--- src/rtl/axi_rd_arbiter_pkg.sv ---
// Shared types for the IFU/LSU read-channel arbiter: FSM encoding, requester IDs
// and AXI response codes.
package axi_rd_arbiter_pkg;

    localparam int AXI_ADDR_W = 32;
    localparam int AXI_DATA_W = 32;

    typedef enum logic [2:0] {
        ST_IDLE = 3'b001,
        ST_ADDR = 3'b010,
        ST_DATA = 3'b100
    } state_e;

    typedef enum logic {
        REQ_IFU = 1'b0,
        REQ_LSU = 1'b1
    } req_id_e;

    typedef enum logic [1:0] {
        RESP_OKAY   = 2'b00,
        RESP_EXOKAY = 2'b01,
        RESP_SLVERR = 2'b10,
        RESP_DECERR = 2'b11
    } axi_resp_e;

    function automatic req_id_e other_req(input req_id_e id);
        return (id == REQ_IFU) ? REQ_LSU : REQ_IFU;
    endfunction

endpackage

--- src/rtl/axi_rd_arbiter_rr_arb2.sv ---
// Combinational two-way round-robin pick: a lone requester wins outright, a tie
// goes to whichever requester was not served last.
module axi_rd_arbiter_rr_arb2
    import axi_rd_arbiter_pkg::*;
(
    input  logic [1:0] req_i,
    input  req_id_e    last_i,
    output req_id_e    grant_o
);

    always_comb begin
        grant_o = REQ_IFU;
        unique case (req_i)
            2'b01:   grant_o = REQ_IFU;
            2'b10:   grant_o = REQ_LSU;
            2'b11:   grant_o = other_req(last_i);
            default: grant_o = REQ_IFU;
        endcase
    end

endmodule

--- src/rtl/axi_rd_arbiter.sv ---
// Shares one AXI-Lite read port between IFU and LSU with a single outstanding
// transaction; the grant is registered in IDLE and held until the R handshake.
module axi_rd_arbiter
    import axi_rd_arbiter_pkg::*;
#(
    parameter int ADDR_W = AXI_ADDR_W,
    parameter int DATA_W = AXI_DATA_W
) (
    input  logic              clk_i,
    input  logic              rst_i,

    input  logic              ifu_ar_valid_i,
    input  logic [ADDR_W-1:0] ifu_ar_addr_i,
    output logic              ifu_ar_ready_o,
    output logic              ifu_r_valid_o,
    output logic [DATA_W-1:0] ifu_r_data_o,
    output logic [1:0]        ifu_r_resp_o,
    input  logic              ifu_r_ready_i,

    input  logic              lsu_ar_valid_i,
    input  logic [ADDR_W-1:0] lsu_ar_addr_i,
    output logic              lsu_ar_ready_o,
    output logic              lsu_r_valid_o,
    output logic [DATA_W-1:0] lsu_r_data_o,
    output logic [1:0]        lsu_r_resp_o,
    input  logic              lsu_r_ready_i,

    output logic              mst_ar_valid_o,
    output logic [ADDR_W-1:0] mst_ar_addr_o,
    input  logic              mst_ar_ready_i,
    input  logic              mst_r_valid_i,
    input  logic [DATA_W-1:0] mst_r_data_i,
    input  logic [1:0]        mst_r_resp_i,
    output logic              mst_r_ready_o
);

    state_e  state_q, state_d;
    req_id_e grant_q, grant_d;
    req_id_e last_q,  last_d;
    req_id_e rr_grant;

    logic [1:0] req;
    logic       in_addr;
    logic       in_data;
    logic       gnt_ifu;
    logic       ar_fire;
    logic       r_fire;

    assign req     = {lsu_ar_valid_i, ifu_ar_valid_i};
    assign in_addr = (state_q == ST_ADDR);
    assign in_data = (state_q == ST_DATA);
    assign gnt_ifu = (grant_q == REQ_IFU);
    assign ar_fire = mst_ar_valid_o & mst_ar_ready_i;
    assign r_fire  = mst_r_valid_i & mst_r_ready_o;

    axi_rd_arbiter_rr_arb2 u_rr_arb2 (
        .req_i   (req),
        .last_i  (last_q),
        .grant_o (rr_grant)
    );

    always_comb begin
        state_d = state_q;
        grant_d = grant_q;
        last_d  = last_q;
        unique case (state_q)
            ST_IDLE: begin
                if (|req) begin
                    grant_d = rr_grant;
                    state_d = ST_ADDR;
                end
            end
            ST_ADDR: begin
                // A requester that drops valid early simply stalls here; the grant never moves.
                if (ar_fire) begin
                    state_d = ST_DATA;
                end
            end
            ST_DATA: begin
                if (r_fire) begin
                    last_d  = grant_q;
                    state_d = ST_IDLE;
                end
            end
            default: begin
                state_d = ST_IDLE;
            end
        endcase
    end

    // Outputs are gated by the registered state, so nothing reaches the slave from IDLE.
    always_comb begin
        mst_ar_valid_o = 1'b0;
        mst_ar_addr_o  = '0;
        mst_r_ready_o  = 1'b0;
        ifu_ar_ready_o = 1'b0;
        lsu_ar_ready_o = 1'b0;
        ifu_r_valid_o  = 1'b0;
        ifu_r_data_o   = '0;
        ifu_r_resp_o   = 2'b00;
        lsu_r_valid_o  = 1'b0;
        lsu_r_data_o   = '0;
        lsu_r_resp_o   = 2'b00;

        if (in_addr) begin
            if (gnt_ifu) begin
                mst_ar_valid_o = ifu_ar_valid_i;
                mst_ar_addr_o  = ifu_ar_addr_i;
                ifu_ar_ready_o = mst_ar_ready_i;
            end else begin
                mst_ar_valid_o = lsu_ar_valid_i;
                mst_ar_addr_o  = lsu_ar_addr_i;
                lsu_ar_ready_o = mst_ar_ready_i;
            end
        end

        if (in_data) begin
            if (gnt_ifu) begin
                mst_r_ready_o = ifu_r_ready_i;
                ifu_r_valid_o = mst_r_valid_i;
                if (mst_r_valid_i) begin
                    ifu_r_data_o = mst_r_data_i;
                    ifu_r_resp_o = mst_r_resp_i;
                end
            end else begin
                mst_r_ready_o = lsu_r_ready_i;
                lsu_r_valid_o = mst_r_valid_i;
                if (mst_r_valid_i) begin
                    lsu_r_data_o = mst_r_data_i;
                    lsu_r_resp_o = mst_r_resp_i;
                end
            end
        end
    end

    // last resets to LSU so the IFU wins the first tie.
    always_ff @(posedge clk_i or negedge rst_i) begin
        if (!rst_i) begin
            state_q <= ST_IDLE;
            grant_q <= REQ_IFU;
            last_q  <= REQ_LSU;
        end else begin
            state_q <= state_d;
            grant_q <= grant_d;
            last_q  <= last_d;
        end
    end

endmodule

--- config.mk ---
export PLATFORM = sky130hd
export DESIGN_NAME = axi_rd_arbiter
export DESIGN_NICKNAME = d
export VERILOG_FILES = /design/src/rtl/axi_rd_arbiter_pkg.sv /design/src/rtl/axi_rd_arbiter_rr_arb2.sv /design/src/rtl/axi_rd_arbiter.sv
export SDC_FILE = /design/constraint.sdc
export NUM_CORES = 1
export LEC_CHECK = 0
export BUFFER_PORTS_ARGS = -buffer_cell sky130_fd_sc_hd__buf_2
export CAP_MARGIN = 20
export CORE_AREA = 2 2 82 84
export DETAILED_ROUTE_END_ITERATION = 12
export DIE_AREA = 0 0 84 86
export PLACE_DENSITY = 0.63
export SYNTH_ARGS = -nofsm -noshare
export SYNTH_HDL_FRONTEND = slang
export SYNTH_SLANG_ARGS = --single-unit
--- constraint.sdc ---
create_clock -name clk_i -period 1.4 [get_ports clk_i]
set_input_delay 0.14 -clock clk_i [delete_from_list [all_inputs] [get_ports clk_i]]
set_output_delay 0.14 -clock clk_i [all_outputs]
set_load 0.03 [all_outputs]
# Yosys cells after proc, flatten, opt, wreduce, memory -nomap -nowiden
# Cells that the tools add are included.
# totals
regBits,5
in_bits,106
out_inout_bits,106
word_cells,47
# op_classes
eq_ne,8
mux,30
n_bitwise,2
n_reduce_logical,4
# op_table
cell,n
$mux W32,7
$mux W1,13
$mux W2,5
$mux W3,3
$pmux W3 S3,1
$eq A2 B2 Y1 const B,2
$ne A2 B1 Y1 const B,2
$reduce_and A2 Y1,2
$eq A3 B1 Y1 const B,1
$eq A3 B2 Y1 const B,1
$eq A3 B3 Y1 const B,1
$reduce_and A3 Y1,1
$and A1 B1 Y1,2
$ne A2 B2 Y1 const B,1
$pmux W1 S2,1
$reduce_or A2 Y1,1

# Longest topological paths before layout
# Gate-level depths: netlist of run 1.
# depth
ltp_word,5
mapped_depth,4
depth_no_buf,3

# Cells and area by module
# From an unflattened synthesis of run 1, not the netlist that was laid out.
# hier_totals
cells_unflattened,179
area_unflattened_um2,1302.5
# modules_own_cells
module,instances,cells_each,area_each_um2,seq_area_each_um2
axi_rd_arbiter,1,178,1291.2,127.6
axi_rd_arbiter_rr_arb2,1,1,11.3,0.0

# Least setup slack after synthesis of run 1
# No wires, ideal clock.
# synth_path
path_kind,reg2out
from,reg state_q[1]
to,out ifu_r_data_o[22]
arrival_time_ns,1.340
required_time_ns,1.260
slack_ns,-0.080
stages_incl_launch_ff,5
path_buffers,1
cell_sequence,dfrtp_1 -> nand4bb_4 -> nor2_4 -> buf_6 -> and2_1
# synth_via
elab_chain_len,2
# synth_lines
item,line_no,rtl
start: declaration,axi_rd_arbiter.sv:37,"state_e state_q, state_d;"
start signal: assignment,axi_rd_arbiter.sv:143,state_q <= state_d;
$eq A3 B3 Y1,axi_rd_arbiter.sv:51,assign in_data = (state_q == ST_DATA);
$mux W32,axi_rd_arbiter.sv:117,if (in_data) begin
end: declaration,axi_rd_arbiter.sv:16,"output logic [DATA_W-1:0] ifu_r_data_o,"
# Every way passes these cells.

# Final worst setup path of run 1
# layout_path
from,reg state_q[0]
to,out lsu_r_data_o[13]
# layout_via
elab_chain_len,2
# layout_lines
item,line_no,rtl
$eq A3 B3 Y1,axi_rd_arbiter.sv:51,
$mux W32,axi_rd_arbiter.sv:117,
end: declaration,axi_rd_arbiter.sv:24,"output logic [DATA_W-1:0] lsu_r_data_o,"
# Every way passes these cells.

==> insert_results.sql, run 1 <==
INSERT INTO impl_metrics (metric_group, metric, value, unit) VALUES
('die', 'design.portCount', '212', ''),
('synthesis', 'syn-num-nets', '287', ''),
('placed_design', 'dp.final_hpwl', '4620', 'um'),
('routing', 'drt_first_pass_iters', '4', ''),
('timing', 'fin_ws', '-0.2414', 'ns'),
('cts', 'clock_tree.htree_level_count', '1', ''),
('worst_setup_path', 'critical_path.slowest_cell', 'sky130_fd_sc_hd__dfstp_2', ''),
('global_route', 'grt_pass1_vias', '1951', ''),
('global_route', 'grtUsageTotal', '0.1517', ''),
('die', 'die_h', '86', 'um'),
('power_and_ir_drop', 'power', '4148', 'uW'),
('cts', 'cts_buffers', '3', ''),
('global_route', 'grt.overflow.total', '0', ''),
('die', 'core-area', '0.006277', 'sq mm'),
('layout', 'antenna_cells', '0', ''),
('timing', 'fin_hold_ws', '0.1672', 'ns'),
('worst_setup_path', 'critPathCaptureType', 'primary output', ''),
('synthesis', 'yosys.area.top_type_share', '0.3206', ''),
('global_route', 'grt_antenna_before_repair', '0', ''),
('synthesis', 'synth.avg_cell_area', '7.438', 'sq um'),
('status', 'status', 'finished with violations', ''),
('synthesis', 'synth_enable_flop_cells', '0', ''),
('run', 'max_cap_viol_count', '0', ''),
('worst_setup_path', 'critical_path.n_buffers_inverters', '2', ''),
('layout', 'area_growth_syn_to_layout', '175.5', '%'),
('cts', 'cts.root.buffer_cell', 'sky130_fd_sc_hd__clkbuf_8', ''),
('placed_design', 'placedInstanceArea', '0.002575', 'sq mm'),
('timing', 'timing_hold_violations_final', '0', ''),
('placed_design', 'dp_slack', '-0.02124', 'ns'),
('cts', 'clk_latency', '0.23', 'ns'),
('timing', 'worst_pin_slew', '0.2643', 'ns'),
('layout', 'fraction_of_final_layout_cells_with_drive_strength_greater_than_1', '0.8415', ''),
('power_and_ir_drop', 'power.static_leakage', '0.001889', 'uW'),
('layout', 'fillers', '529', ''),
('timing', 'timing.clock.skew', '0.006035', 'ns'),
('worst_setup_path', 'cp_cell_sequence', 'nand4bb_4 -> nor2_4 -> buf_12 -> and2_2 -> buf_6', ''),
('synthesis', 'synthCells', '181', ''),
('cts', 'clock_path_buffers', '2', ''),
('routing', 'route.detailed.vias_per_inst', '4.480', ''),
('synthesis', 'yosys_synthesis_warning_count', '0', ''),
('layout', 'layout.nets', '517', ''),
('synthesis', 'yosys-top-cells-area', 'sky130_fd_sc_hd__and2_1 32%, sky130_fd_sc_hd__mux2i_1 26%, sky130_fd_sc_hd__nor2_1 9.8%', ''),
('worst_setup_path', 'crit_required', '1.26', 'ns'),
('routing', 'route.final.wire_length', '7306', 'um'),
('synthesis', 'ys_async_sr_fraction', '1.000', ''),
('global_route', 'first_pass_grt_wire_length', '9025', 'um'),
('die', 'initial_core_util', '0.2145', ''),
('layout', 'final_cell_area', '0.003709', 'sq mm'),
('timing', 'fin_crit_sh', '1.172', ''),
('synthesis', 'netlist_area', '0.001346', 'sq mm'),
('synthesis', 'count_of_cell_types_in_the_netlist', '21', ''),
('die', 'rows', '29', ''),
('power_and_ir_drop', 'power_density', '1119', 'mW/mm^2'),
('timing', 'max-slew-margin-rel', '0.8203', ''),
('status', 'violated_checks', 'negative setup slack', ''),
('routing', 'route.detailed.wl_per_inst', '15.00', 'um'),
('layout', 'final-seq-area', '130.1', 'sq um'),
('worst_setup_path', 'path_class', 'reg2out', ''),
('timing', 'setup_viol', '108', ''),
('cts', 'clkSinkCount', '5', ''),
('routing', 'starting_drt_drc_count', '25', ''),
('worst_setup_path', 'crit_path_max_fanout', '35', ''),
('synthesis', 'synth_sequential_area_ratio', '0.09480', ''),
('synthesis', 'post-synth-top-area-cell', 'sky130_fd_sc_hd__and2_1', ''),
('timing', 'fmax', '609.2', 'MHz'),
('power_and_ir_drop', 'vdd.ir_drop.worst', '0.0007636', 'V'),
('cts', 'clkSlewWorstSetupHoldPaths', '0.04', 'ns'),
('synthesis', 'list_of_most_frequent_post_synthesis_cells', '69 x sky130_fd_sc_hd__and2_1, 35 x sky130_fd_sc_hd__mux2i_1, 35 x sky130_fd_sc_hd__nor2_1', ''),
('synthesis', 'postSynth.topFlopCell', 'sky130_fd_sc_hd__dfrtp_1', ''),
('layout', 'finalCoreUtilization', '0.5908', ''),
('global_route', 'grt_start_max_net_pins', '36', '');
worst min-delay path, stage by stage:
cell and delay [ns]:
sky130_fd_sc_hd__buf_2 0.11, sky130_fd_sc_hd__nand2_1 0.06, sky130_fd_sc_hd__o211ai_1 0.08
power by group:
part,switching [uW],internal [uW]
registers,81.1,210
logic,1710,1860
clock network,84.4,197
cells in the final DEF, fill, tap and decap left out, drive strengths merged:
cell         Yosys  layout
buf             13     233
and2            69      69
nor2            37      37
mux2i           35      35
clkbuf           0       8
nand2            5       5
o21ai            3       3
dfrtp            3       3
inv              2       2
and3             2       2
nor2b            2       2
dfstp            2       2
nand4bb          1       1
or3b             1       1
nor3b            1       1
o2bb2ai          1       1
a32o             1       1
o211ai           1       1
o21ba            1       1
o22a             1       1
dlygate4sd3      0       1
worst paths after layout:
check,from,endpoint,slack [ns],depth (start not counted)
setup / recovery,state_q[0],lsu_r_data_o[13],-0.24,5
min in group asynchronous,rst_i,grant_q,0.27,2
setup reg to reg,state_q[0],grant_q,-0.01,6
max in group asynchronous,rst_i,state_q[0],0.90,2
hold / removal,lsu_r_ready_i,last_q,0.17,3
hold reg to reg,last_q,last_q,0.52,2
state kept, by name, indices dropped and copies added (netlist names):
register  flops
state_q       3
last_q        1
grant_q       1
cell type report:
type                       instances  share of cell area
sequential                         5             0.03509
tap                               77             0.02598
clock buffer                       4             0.01215
timing repair buffer             238              0.5520
inverter                           2            0.002024
multi-input combinational        161              0.3728
routing by layer:
layer / GRT usage / wire length (um) / part of all wire
met3: 0.02599 / 521 / 0.071
met2: 0.3055 / 4065 / 0.56
met4: 0.05132 / 131 / 0.018
met5: 0 / 0 / 0
met1: 0.1571 / 2587 / 0.35
stage by stage:
stage,instances,setup TNS [ns]
global placement,464,-0.007943
floorplan,181,-0.8017
finish,487,-20.43
global route,487,-27.23
CTS,474,-20.15
detailed placement,464,-0.5441
logic make-up (layout without fill, tap and decap cells):
group,count (synthesis),after routing,share of synthesized area
AND/OR/NAND/NOR,118,118,0.5000
buffers and inverters,15,244,0.1004
flip-flops,5,5,0.09479
multiplexers,35,35,0.2602
AO/OA/AOI/OAI,8,8,0.04461
repair_timing:
| item | 4_1_cts | 5_1_grt |
|---|---|---|
| gates cloned | 1 | 6 |
| setup buffers | 4 | 7 |
| gates resized for setup | 160 | 109 |
| endpoints found under the setup margin | 106 | 108 |
| pin swaps | 2 | 11 |
| endpoints found under the hold margin | 5 | 0 |
| hold buffers | 1 | 0 |
Power figures use the tool's default switching activity.
==> run 2, diff against run 1 <==
--- a/config.mk
+++ b/config.mk
@@ -7,10 +7,11 @@
 export LEC_CHECK = 0
 export BUFFER_PORTS_ARGS = -buffer_cell sky130_fd_sc_hd__buf_2
 export CAP_MARGIN = 20
-export CORE_AREA = 2 2 82 84
+export CORE_AREA = 2 2 81 83
 export DETAILED_ROUTE_END_ITERATION = 12
-export DIE_AREA = 0 0 84 86
-export PLACE_DENSITY = 0.63
+export DIE_AREA = 0 0 83 85
+export PLACE_DENSITY = 0.67
+export REMOVE_ABC_BUFFERS = 1
 export SYNTH_ARGS = -nofsm -noshare
 export SYNTH_HDL_FRONTEND = slang
 export SYNTH_SLANG_ARGS = --single-unit
==> constraint.sdc (replaced) <==
create_clock -name clk_i -period 1.38 [get_ports clk_i]
set_input_delay 0.138 -clock clk_i [delete_from_list [all_inputs] [get_ports clk_i]]
set_output_delay 0.138 -clock clk_i [all_outputs]
set_load 0.03 [all_outputs]
==> run 2 against run 1 <==
Against the previous run: the run still ends with negative setup slack left; critical path depth did not move; cell count fell by 0.21%; sequential power fell by 5%; largest cell class unchanged; critical path type unchanged; utilization rose by 8.0 points; first-iteration DRC count rose by 76%; die area fell by 2.3%; register-to-register slack barely moved; final area rose by 12%; clock power barely moved; wire length rose by 11%.
==> insert_results.sql, run 2 (synthesis results as in run 1) <==
INSERT INTO impl_metrics (metric_group, metric, value, unit) VALUES
('global_route', 'grtUsageTotal', '0.2122', ''),
('worst_setup_path', 'rr_startpoint', 'state_q[1]', ''),
('placed_design', 'dp.final_hpwl', '4374', 'um'),
('power_and_ir_drop', 'power.clock.fraction', '0.053', ''),
('timing', 'timing_hold_violations_final', '0', ''),
('routing', 'drcViolationCount', '0', ''),
('worst_setup_path', 'worst_setup_path_endpoint', 'lsu_r_data_o[21]', ''),
('power_and_ir_drop', 'comb_power_share', '0.894', ''),
('die', 'design.portCount', '212', ''),
('timing', 'timing.clock.skew', '0.0007076', 'ns'),
('worst_setup_path', 'crit_required', '1.24', 'ns'),
('timing', 'worst_pin_slew', '0.2439', 'ns'),
('routing', 'antenna_violating_nets_post_route', '0', ''),
('global_route', 'first_pass_grt_wire_length', '12010', 'um'),
('layout', 'layout.nets', '516', ''),
('status', 'status', 'finished with violations', ''),
('layout', 'fraction_of_final_layout_cells_with_drive_strength_greater_than_1', '0.8117', ''),
('layout', 'antenna_cells', '0', ''),
('worst_setup_path', 'reg2reg_setup_slack', '-0.01', 'ns'),
('timing', 'fin_crit_sh', '1.193', ''),
('placed_design', 'place.port_buffers', '211', ''),
('power_and_ir_drop', 'netSwitchingPower', '2429', 'uW'),
('routing', 'route.detailed.wl_per_inst', '16.74', 'um'),
('routing', 'starting_drt_drc_count', '44', ''),
('power_and_ir_drop', 'power_report.internal_total', '2860', 'uW'),
('worst_setup_path', 'startpoint_type', 'flop', ''),
('die', 'die_h', '85', 'um'),
('timing', 'setup-tns-final', '-22.53', 'ns'),
('die', 'initial_core_util', '0.2170', ''),
('power_and_ir_drop', 'vdd.ir_drop.worst', '0.001019', 'V'),
('cts', 'clock_tree.htree_level_count', '1', ''),
('timing', 'fin_ws', '-0.2670', 'ns'),
('timing', 'setup_viol', '107', ''),
('hold_path', 'min-delay-path-class', 'in2reg', ''),
('status', 'violated_checks', 'negative setup slack', ''),
('power_and_ir_drop', 'power.static_leakage', '0.001893', 'uW'),
('worst_setup_path', 'rr_worst_depth', '4', ''),
('timing', 'final_period_demand_of_the_worst_path', '1.647', 'ns'),
('die', 'rows', '29', ''),
('global_route', 'grt_pass1_vias', '2395', ''),
('cts', 'clk_latency', '0.23', 'ns'),
('cts', 'clock_path_buffers', '2', ''),
('die', 'die_w', '83', 'um'),
('worst_setup_path', 'worst-endpoint-arrival', '1.51', 'ns'),
('worst_setup_path', 'critPathCaptureType', 'primary output', ''),
('power_and_ir_drop', 'power_density', '1271', 'mW/mm^2'),
('die', 'floorplan.die_area', '0.007055', 'sq mm'),
('placed_design', 'globalplace.congestion', '0.7848', ''),
('layout', 'finalCoreUtilization', '0.6707', ''),
('cts', 'clkSlewWorstSetupHoldPaths', '0.04', 'ns'),
('global_route', 'grt.overflow.total', '0', ''),
('worst_setup_path', 'startpoint', 'state_q[1]', ''),
('layout', 'layout.cells.most_common', 'sky130_fd_sc_hd__buf_6', ''),
('global_route', 'grt_antenna_before_repair', '0', ''),
('placed_design', 'dp_slack', '-0.07019', 'ns'),
('timing', 'fmax', '607.2', 'MHz'),
('layout', 'multi_input_comb_area', '0.001749', 'sq mm'),
('timing', 'rsz0062_at_grt', 'true', ''),
('routing', 'num_vias', '2261', ''),
('layout', 'layout_top_registers', 'state_q (3), grant_q (1), last_q (1)', ''),
('cts', 'cts.root.buffer_cell', 'sky130_fd_sc_hd__clkbuf_8', ''),
('routing', 'drt_first_pass_iters', '4', ''),
('worst_setup_path', 'path_class', 'reg2out', ''),
('cts', 'tritoncts_clock_tree', 'built', ''),
('routing', 'route.final.wire_length', '8137', 'um'),
('layout', 'regMostFlops', 'state_q', ''),
('timing', 'slew_violations', '0', ''),
('cts', 'clkSinkCount', '5', ''),
('global_route', 'grt_start_max_net_pins', '36', ''),
('layout', 'most-common-layout-cells', '109 x sky130_fd_sc_hd__buf_6, 106 x sky130_fd_sc_hd__buf_2, 60 x sky130_fd_sc_hd__and2_1', ''),
('layout', 'fillers', '432', ''),
('power_and_ir_drop', 'netSwitchingFraction', '0.4593', ''),
('run', 'max_cap_viol_count', '0', ''),
('worst_setup_path', 'crit_path_max_fanout', '35', ''),
('die', 'core-area', '0.006205', 'sq mm'),
('worst_setup_path', 'critical_path.reg2reg.endpoint', 'state_q[0]', ''),
('timing', 'fin_hold_ws', '0.1898', 'ns'),
('timing', 'max-slew-margin-rel', '0.8342', ''),
('placed_design', 'placed_cells', '464', ''),
('layout', 'fin_cells', '486', ''),
('layout', 'largest_register_ffs', '3', ''),
('power_and_ir_drop', 'pwr-share-seq', '0.053', ''),
('cts', 'cts_buffers', '3', ''),
('routing', 'route.detailed.vias_per_inst', '4.652', ''),
('layout', 'area_growth_syn_to_layout', '209.1', '%'),
('layout', 'final-seq-area', '130.1', 'sq um');
run 2: per-layer routing:
metal / vias to the layer above / share of wire / track usage
li1: 1047 / - / -
met1: 1043 / 0.34 / 0.2148
met2: 147 / 0.56 / 0.4186
met3: 24 / 0.066 / 0.03599
met4: 0 / 0.036 / 0.1013
met5: - / 0 / 0
run 2: what timing repair did:
action,in CTS,in global routing
hold buffers,1,0
resized for setup,328,45
endpoints found under the setup margin,106,110
cloned,8,0
hold endpoints to repair,5,0
buffers inserted,10,1
pin swaps,26,11
run 2: metrics by stage:
stage	power (uW)	cell area (sq um)
after CTS	4837	3944
after floorplan	1720	1219
final	5290	4161
after detailed placement	2375	2482
after global placement	2347	2482
after global routing	5513	4161
run 2: area by class of cell:
type | count | share of cell area
timing repair buffer | 237 | 0.5126
sequential | 5 | 0.03127
tap | 77 | 0.02315
multi-input combinational | 161 | 0.4203
clock buffer | 4 | 0.01082
inverter | 2 | 0.001804
run 2: worst min-delay path by stage:
stage | start | endpoint | slack [ns] | depth (start not counted)
after floorplan | rst_i | grant_q | -0.16 | 0
after global placement | rst_i | state_q[1] | -0.04 | 1
after detailed placement | rst_i | state_q[1] | -0.04 | 1
after CTS | lsu_r_ready_i | last_q | 0.18 | 3
after global routing | lsu_r_ready_i | last_q | 0.21 | 3
final | lsu_r_ready_i | last_q | 0.19 | 3
run 2: critical path, stage by stage, from the launching register on:
cell                        delay (ns)
sky130_fd_sc_hd__dfrtp_1          0.38
sky130_fd_sc_hd__nand4bb_4        0.27
sky130_fd_sc_hd__nor2_4           0.13
sky130_fd_sc_hd__buf_12           0.17
sky130_fd_sc_hd__and2_1           0.19
sky130_fd_sc_hd__buf_6            0.14
run 2: power groups by stage:
stage	logic (uW)	clock network (uW)	registers, uW
CTS	4280	280	277
global route	4930	300	285
global placement	2060	0	292
detailed placement	2080	0	298
floorplan	1280	0	440
finish	4730	282	278
==> run 3, diff against run 2 <==
--- a/config.mk
+++ b/config.mk
@@ -5,12 +5,13 @@
 export SDC_FILE = /design/constraint.sdc
 export NUM_CORES = 1
 export LEC_CHECK = 0
+export ABC_AREA = 1
 export BUFFER_PORTS_ARGS = -buffer_cell sky130_fd_sc_hd__buf_2
 export CAP_MARGIN = 20
-export CORE_AREA = 2 2 81 83
+export CORE_AREA = 2 2 82 84
 export DETAILED_ROUTE_END_ITERATION = 12
-export DIE_AREA = 0 0 83 85
-export PLACE_DENSITY = 0.67
+export DIE_AREA = 0 0 84 86
+export PLACE_DENSITY = 0.69
 export REMOVE_ABC_BUFFERS = 1
 export SYNTH_ARGS = -nofsm -noshare
 export SYNTH_HDL_FRONTEND = slang
==> run 3 against run 2 <==
Against the previous run: the run still ends with negative setup slack left; clock skew rose by 0.00086 ns; sequential cell count did not move; fmax fell by 4.7%; sequential power rose by 4%; cell count rose by 17%; synthesized cell count rose by 46%; synthesized area rose by 13%; sequential share of layout area rose by 0.30 points; register-to-register slack improved by 0.14 ns; wire length rose by 1.9%; critical endpoint is now ifu_r_data_o[17]; largest cell class unchanged; highest routed layer unchanged.
==> insert_results.sql, run 3 <==
INSERT INTO impl_metrics (metric_group, metric, value, unit) VALUES
('status', 'status', 'finished with violations', ''),
('status', 'violated_checks', 'negative setup slack', ''),
('layout', 'most-common-layout-cells', '132 x sky130_fd_sc_hd__buf_2, 75 x sky130_fd_sc_hd__nand2_1, 66 x sky130_fd_sc_hd__buf_6', ''),
('synthesis', 'count_of_cell_types_in_the_netlist', '24', ''),
('layout', 'layout.nets', '596', ''),
('timing', 'slew_violations', '0', ''),
('cts', 'tritoncts_clock_tree', 'built', ''),
('layout', 'layout.cells.most_common', 'sky130_fd_sc_hd__buf_2', ''),
('layout', 'layout_top_registers', 'state_q (3), grant_q (1), last_q (1)', ''),
('routing', 'route.met3.wl', '707', 'um'),
('synthesis', 'yosys_register_bits', '5', ''),
('die', 'die_h', '86', 'um'),
('cts', 'clkSlewWorstSetupHoldPaths', '0.04', 'ns'),
('hold_path', 'min-delay-path-class', 'in2reg', ''),
('power_and_ir_drop', 'power_report.internal_total', '1670', 'uW'),
('global_route', 'grt_antenna_before_repair', '1', ''),
('routing', 'drt_first_pass_iters', '4', ''),
('synthesis', 'yosys-top-cells-area', 'sky130_fd_sc_hd__nor2_4 21%, sky130_fd_sc_hd__nand2_1 19%, sky130_fd_sc_hd__a21oi_1 12%', ''),
('timing', 'worst_pin_slew', '0.2495', 'ns'),
('die', 'initial_core_util', '0.2428', ''),
('global_route', 'grt.overflow.total', '0', ''),
('synthesis', 'synth.avg_cell_area', '5.751', 'sq um'),
('timing', 'final_period_demand_of_the_worst_path', '1.728', 'ns'),
('layout', 'largest_register_ffs', '3', ''),
('worst_setup_path', 'crit_path_max_fanout', '5', ''),
('cts', 'cts_buffers', '3', ''),
('synthesis', 'synthCells', '265', ''),
('routing', 'starting_drt_drc_count', '67', ''),
('placed_design', 'globalplace.congestion', '0.7868', ''),
('run', 'max_cap_viol_count', '0', ''),
('synthesis', 'list_of_most_frequent_post_synthesis_cells', '77 x sky130_fd_sc_hd__nand2_1, 42 x sky130_fd_sc_hd__inv_1, 41 x sky130_fd_sc_hd__nor2_1', ''),
('power_and_ir_drop', 'pwr-share-seq', '0.080', ''),
('routing', 'top_signal_layer_used', 'met4', ''),
('timing', 'rsz0062_at_grt', 'true', ''),
('placed_design', 'dp.final_hpwl', '4959', 'um'),
('die', 'core-area', '0.006277', 'sq mm'),
('power_and_ir_drop', 'netSwitchingFraction', '0.5380', ''),
('worst_setup_path', 'critical-path-max-stage-delay', '0.54', 'ns'),
('worst_setup_path', 'cp_cell_sequence', 'nor2_1 -> nand2_1 -> clkinv_2 -> nand3_4 -> buf_12 -> buf_16 -> nor2_4 -> buf_6', ''),
('die', 'floorplan.die_area', '0.007224', 'sq mm'),
('layout', 'area_growth_syn_to_layout', '146.8', '%'),
('routing', 'route.detailed.vias_per_inst', '4.540', ''),
('worst_setup_path', 'path_class', 'reg2out', ''),
('synthesis', 'yosys_synthesis_warning_count', '0', ''),
('power_and_ir_drop', 'comb_power_share', '0.846', ''),
('cts', 'clkSinkCount', '5', ''),
('layout', 'fraction_of_final_layout_cells_with_drive_strength_greater_than_1', '0.6544', ''),
('worst_setup_path', 'critPathCaptureType', 'primary output', ''),
('cts', 'clock_tree.htree_level_count', '1', ''),
('routing', 'met2RoutedLength', '4583', 'um'),
('placed_design', 'place.port_buffers', '211', ''),
('routing', 'detail_route.wirelength.met1', '2809', 'um'),
('global_route', 'first_pass_grt_wire_length', '11470', 'um'),
('power_and_ir_drop', 'netSwitchingPower', '1945', 'uW'),
('timing', 'fin_crit_sh', '1.252', ''),
('synthesis', 'yosys.area.top_type_share', '0.2143', ''),
('power_and_ir_drop', 'power', '3614', 'uW'),
('synthesis', 'synth_sequential_area_ratio', '0.08374', ''),
('timing', 'timing.clock.skew', '0.001571', 'ns'),
('worst_setup_path', 'startpoint_type', 'flop', ''),
('routing', 'drcViolationCount', '0', ''),
('worst_setup_path', 'critical_path.n_buffers_inverters', '4', ''),
('placed_design', 'placed_cells', '550', ''),
('cts', 'clock_path_buffers', '2', ''),
('worst_setup_path', 'worst-endpoint-arrival', '1.59', 'ns'),
('timing', 'max-slew-margin-rel', '0.8327', ''),
('timing', 'fin_ws', '-0.3483', 'ns'),
('routing', 'antenna_violating_nets_post_route', '0', ''),
('cts', 'cts.root.buffer_cell', 'sky130_fd_sc_hd__clkbuf_8', ''),
('power_and_ir_drop', 'vdd.ir_drop.worst', '0.0008071', 'V'),
('routing', 'num_vias', '2574', ''),
('synthesis', 'synth_enable_flop_cells', '0', ''),
('power_and_ir_drop', 'power.clock.fraction', '0.074', ''),
('placed_design', 'dp_slack', '-0.08724', 'ns'),
('worst_setup_path', 'cpLargestDelayFamily', 'flip-flops', ''),
('power_and_ir_drop', 'power_density', '960.9', 'mW/mm^2'),
('worst_setup_path', 'critical_path.slowest_cell', 'sky130_fd_sc_hd__dfstp_2', ''),
('cts', 'clk_latency', '0.22', 'ns'),
('die', 'design.portCount', '212', ''),
('global_route', 'grt_pass1_vias', '2457', ''),
('timing', 'fmax', '578.6', 'MHz'),
('timing', 'setup_viol', '106', ''),
('synthesis', 'post-synth-top-area-cell', 'sky130_fd_sc_hd__nor2_4', ''),
('synthesis', 'netlist_area', '0.001524', 'sq mm'),
('timing', 'timing_hold_violations_final', '0', ''),
('synthesis', 'post-synth-top-count-cell', 'sky130_fd_sc_hd__nand2_1', ''),
('global_route', 'grtUsageTotal', '0.1922', ''),
('timing', 'fin_hold_ws', '0.1863', 'ns'),
('layout', 'fin_cells', '567', ''),
('worst_setup_path', 'crit_required', '1.24', 'ns'),
('global_route', 'grt_start_max_net_pins', '34', ''),
('routing', 'route.final.wire_length', '8292', 'um'),
('timing', 'setup-tns-final', '-29.73', 'ns'),
('power_and_ir_drop', 'power.static_leakage', '0.002031', 'uW'),
('layout', 'regMostFlops', 'state_q', ''),
('die', 'rows', '29', ''),
('synthesis', 'ys_async_sr_fraction', '1.000', ''),
('synthesis', 'postSynth.topFlopCell', 'sky130_fd_sc_hd__dfrtp_1', ''),
('die', 'die_w', '84', 'um'),
('routing', 'route.detailed.wl_per_inst', '14.62', 'um');
[run 3: changes by cell type in the layout (fill, tap and decap cells not counted), sizes merged, moves of 4 or more]
| cell | previous run | this run |
|---|---|---|
| nand2 | 5 | 78 |
| and2 | 69 | 0 |
| inv | 2 | 44 |
| a21oi | 0 | 36 |
| mux2i | 35 | 0 |
| nor2 | 37 | 70 |
| nand3 | 0 | 5 |
| buf | 236 | 232 |
[run 3: worst register-to-register path: stages (launching register included)]
cell and delay [ns]:
sky130_fd_sc_hd__dfrtp_2 0.45, sky130_fd_sc_hd__buf_12 0.15, sky130_fd_sc_hd__buf_12 0.14, sky130_fd_sc_hd__nand2_1 0.10, sky130_fd_sc_hd__nand3_2 0.08, sky130_fd_sc_hd__a21oi_1 0.13, sky130_fd_sc_hd__nand3_1 0.08, sky130_fd_sc_hd__nand2_1 0.06
[run 3: logic make-up after synthesis]
family / share of synthesized area
compound gates: 0.1346
flops: 0.08374
buf+inv: 0.2192
simple gates: 0.5624
[run 3: path summary, 6_finish.rpt]
| path | from | to | slack (ns) | cells after the start |
|---|---|---|---|---|
| hold / removal | mst_ar_ready_i | state_q[2] | 0.19 | 3 |
| max in group asynchronous | rst_i | last_q | 0.89 | 2 |
| hold reg to reg | last_q | last_q | 0.48 | 2 |
| setup / recovery | state_q[0] | ifu_r_data_o[17] | -0.35 | 8 |
| min in group asynchronous | rst_i | state_q[2] | 0.28 | 2 |
| setup reg to reg | grant_q | state_q[0] | 0.13 | 7 |
[run 3: cell type report]
class	instances	area (sq um)
clock inverter	1	5.005
inverter	46	183.9
fill	502	2516
tap	77	96.34
timing repair buffer	237	1972
antenna	1	2.502
clock buffer	3	41.29
multi-input combinational	197	1331
sequential	5	128.9
[run 3: timing repair]
item,CTS,global route
hold buffers,1,0
resized for setup,147,89
setup buffers,6,3
endpoints found under the setup margin,106,106
cloned,5,2
endpoints found under the hold margin,5,0
pin swaps,1,2
[run 3: power groups by stage]
stage | sequential, uW | combinational (uW) | clock (uW)
5_1_grt | 296 | 3290 | 283
3_3_place_gp | 272 | 2330 | 0
6_report | 289 | 3060 | 266
4_1_cts | 291 | 2970 | 273
2_1_floorplan | 355 | 1400 | 0
3_5_place_dp | 274 | 2360 | 0
[run 3: routing by layer]
metal  vias to the layer above  global-route usage
li1                       1240                   -
met1                      1153              0.2052
met2                       167              0.3891
met3                        14             0.03080
met4                         0             0.04839
met5                         -                   0
[run 3: per-stage QoR]
step	utilization	cell area, sq um
4_1_cts	0.5414	3398
3_5_place_dp	0.4319	2711
5_1_grt	0.5992	3761
3_3_place_gp	0.4319	2711
2_1_floorplan	-	1366
6_report	0.5992	3761
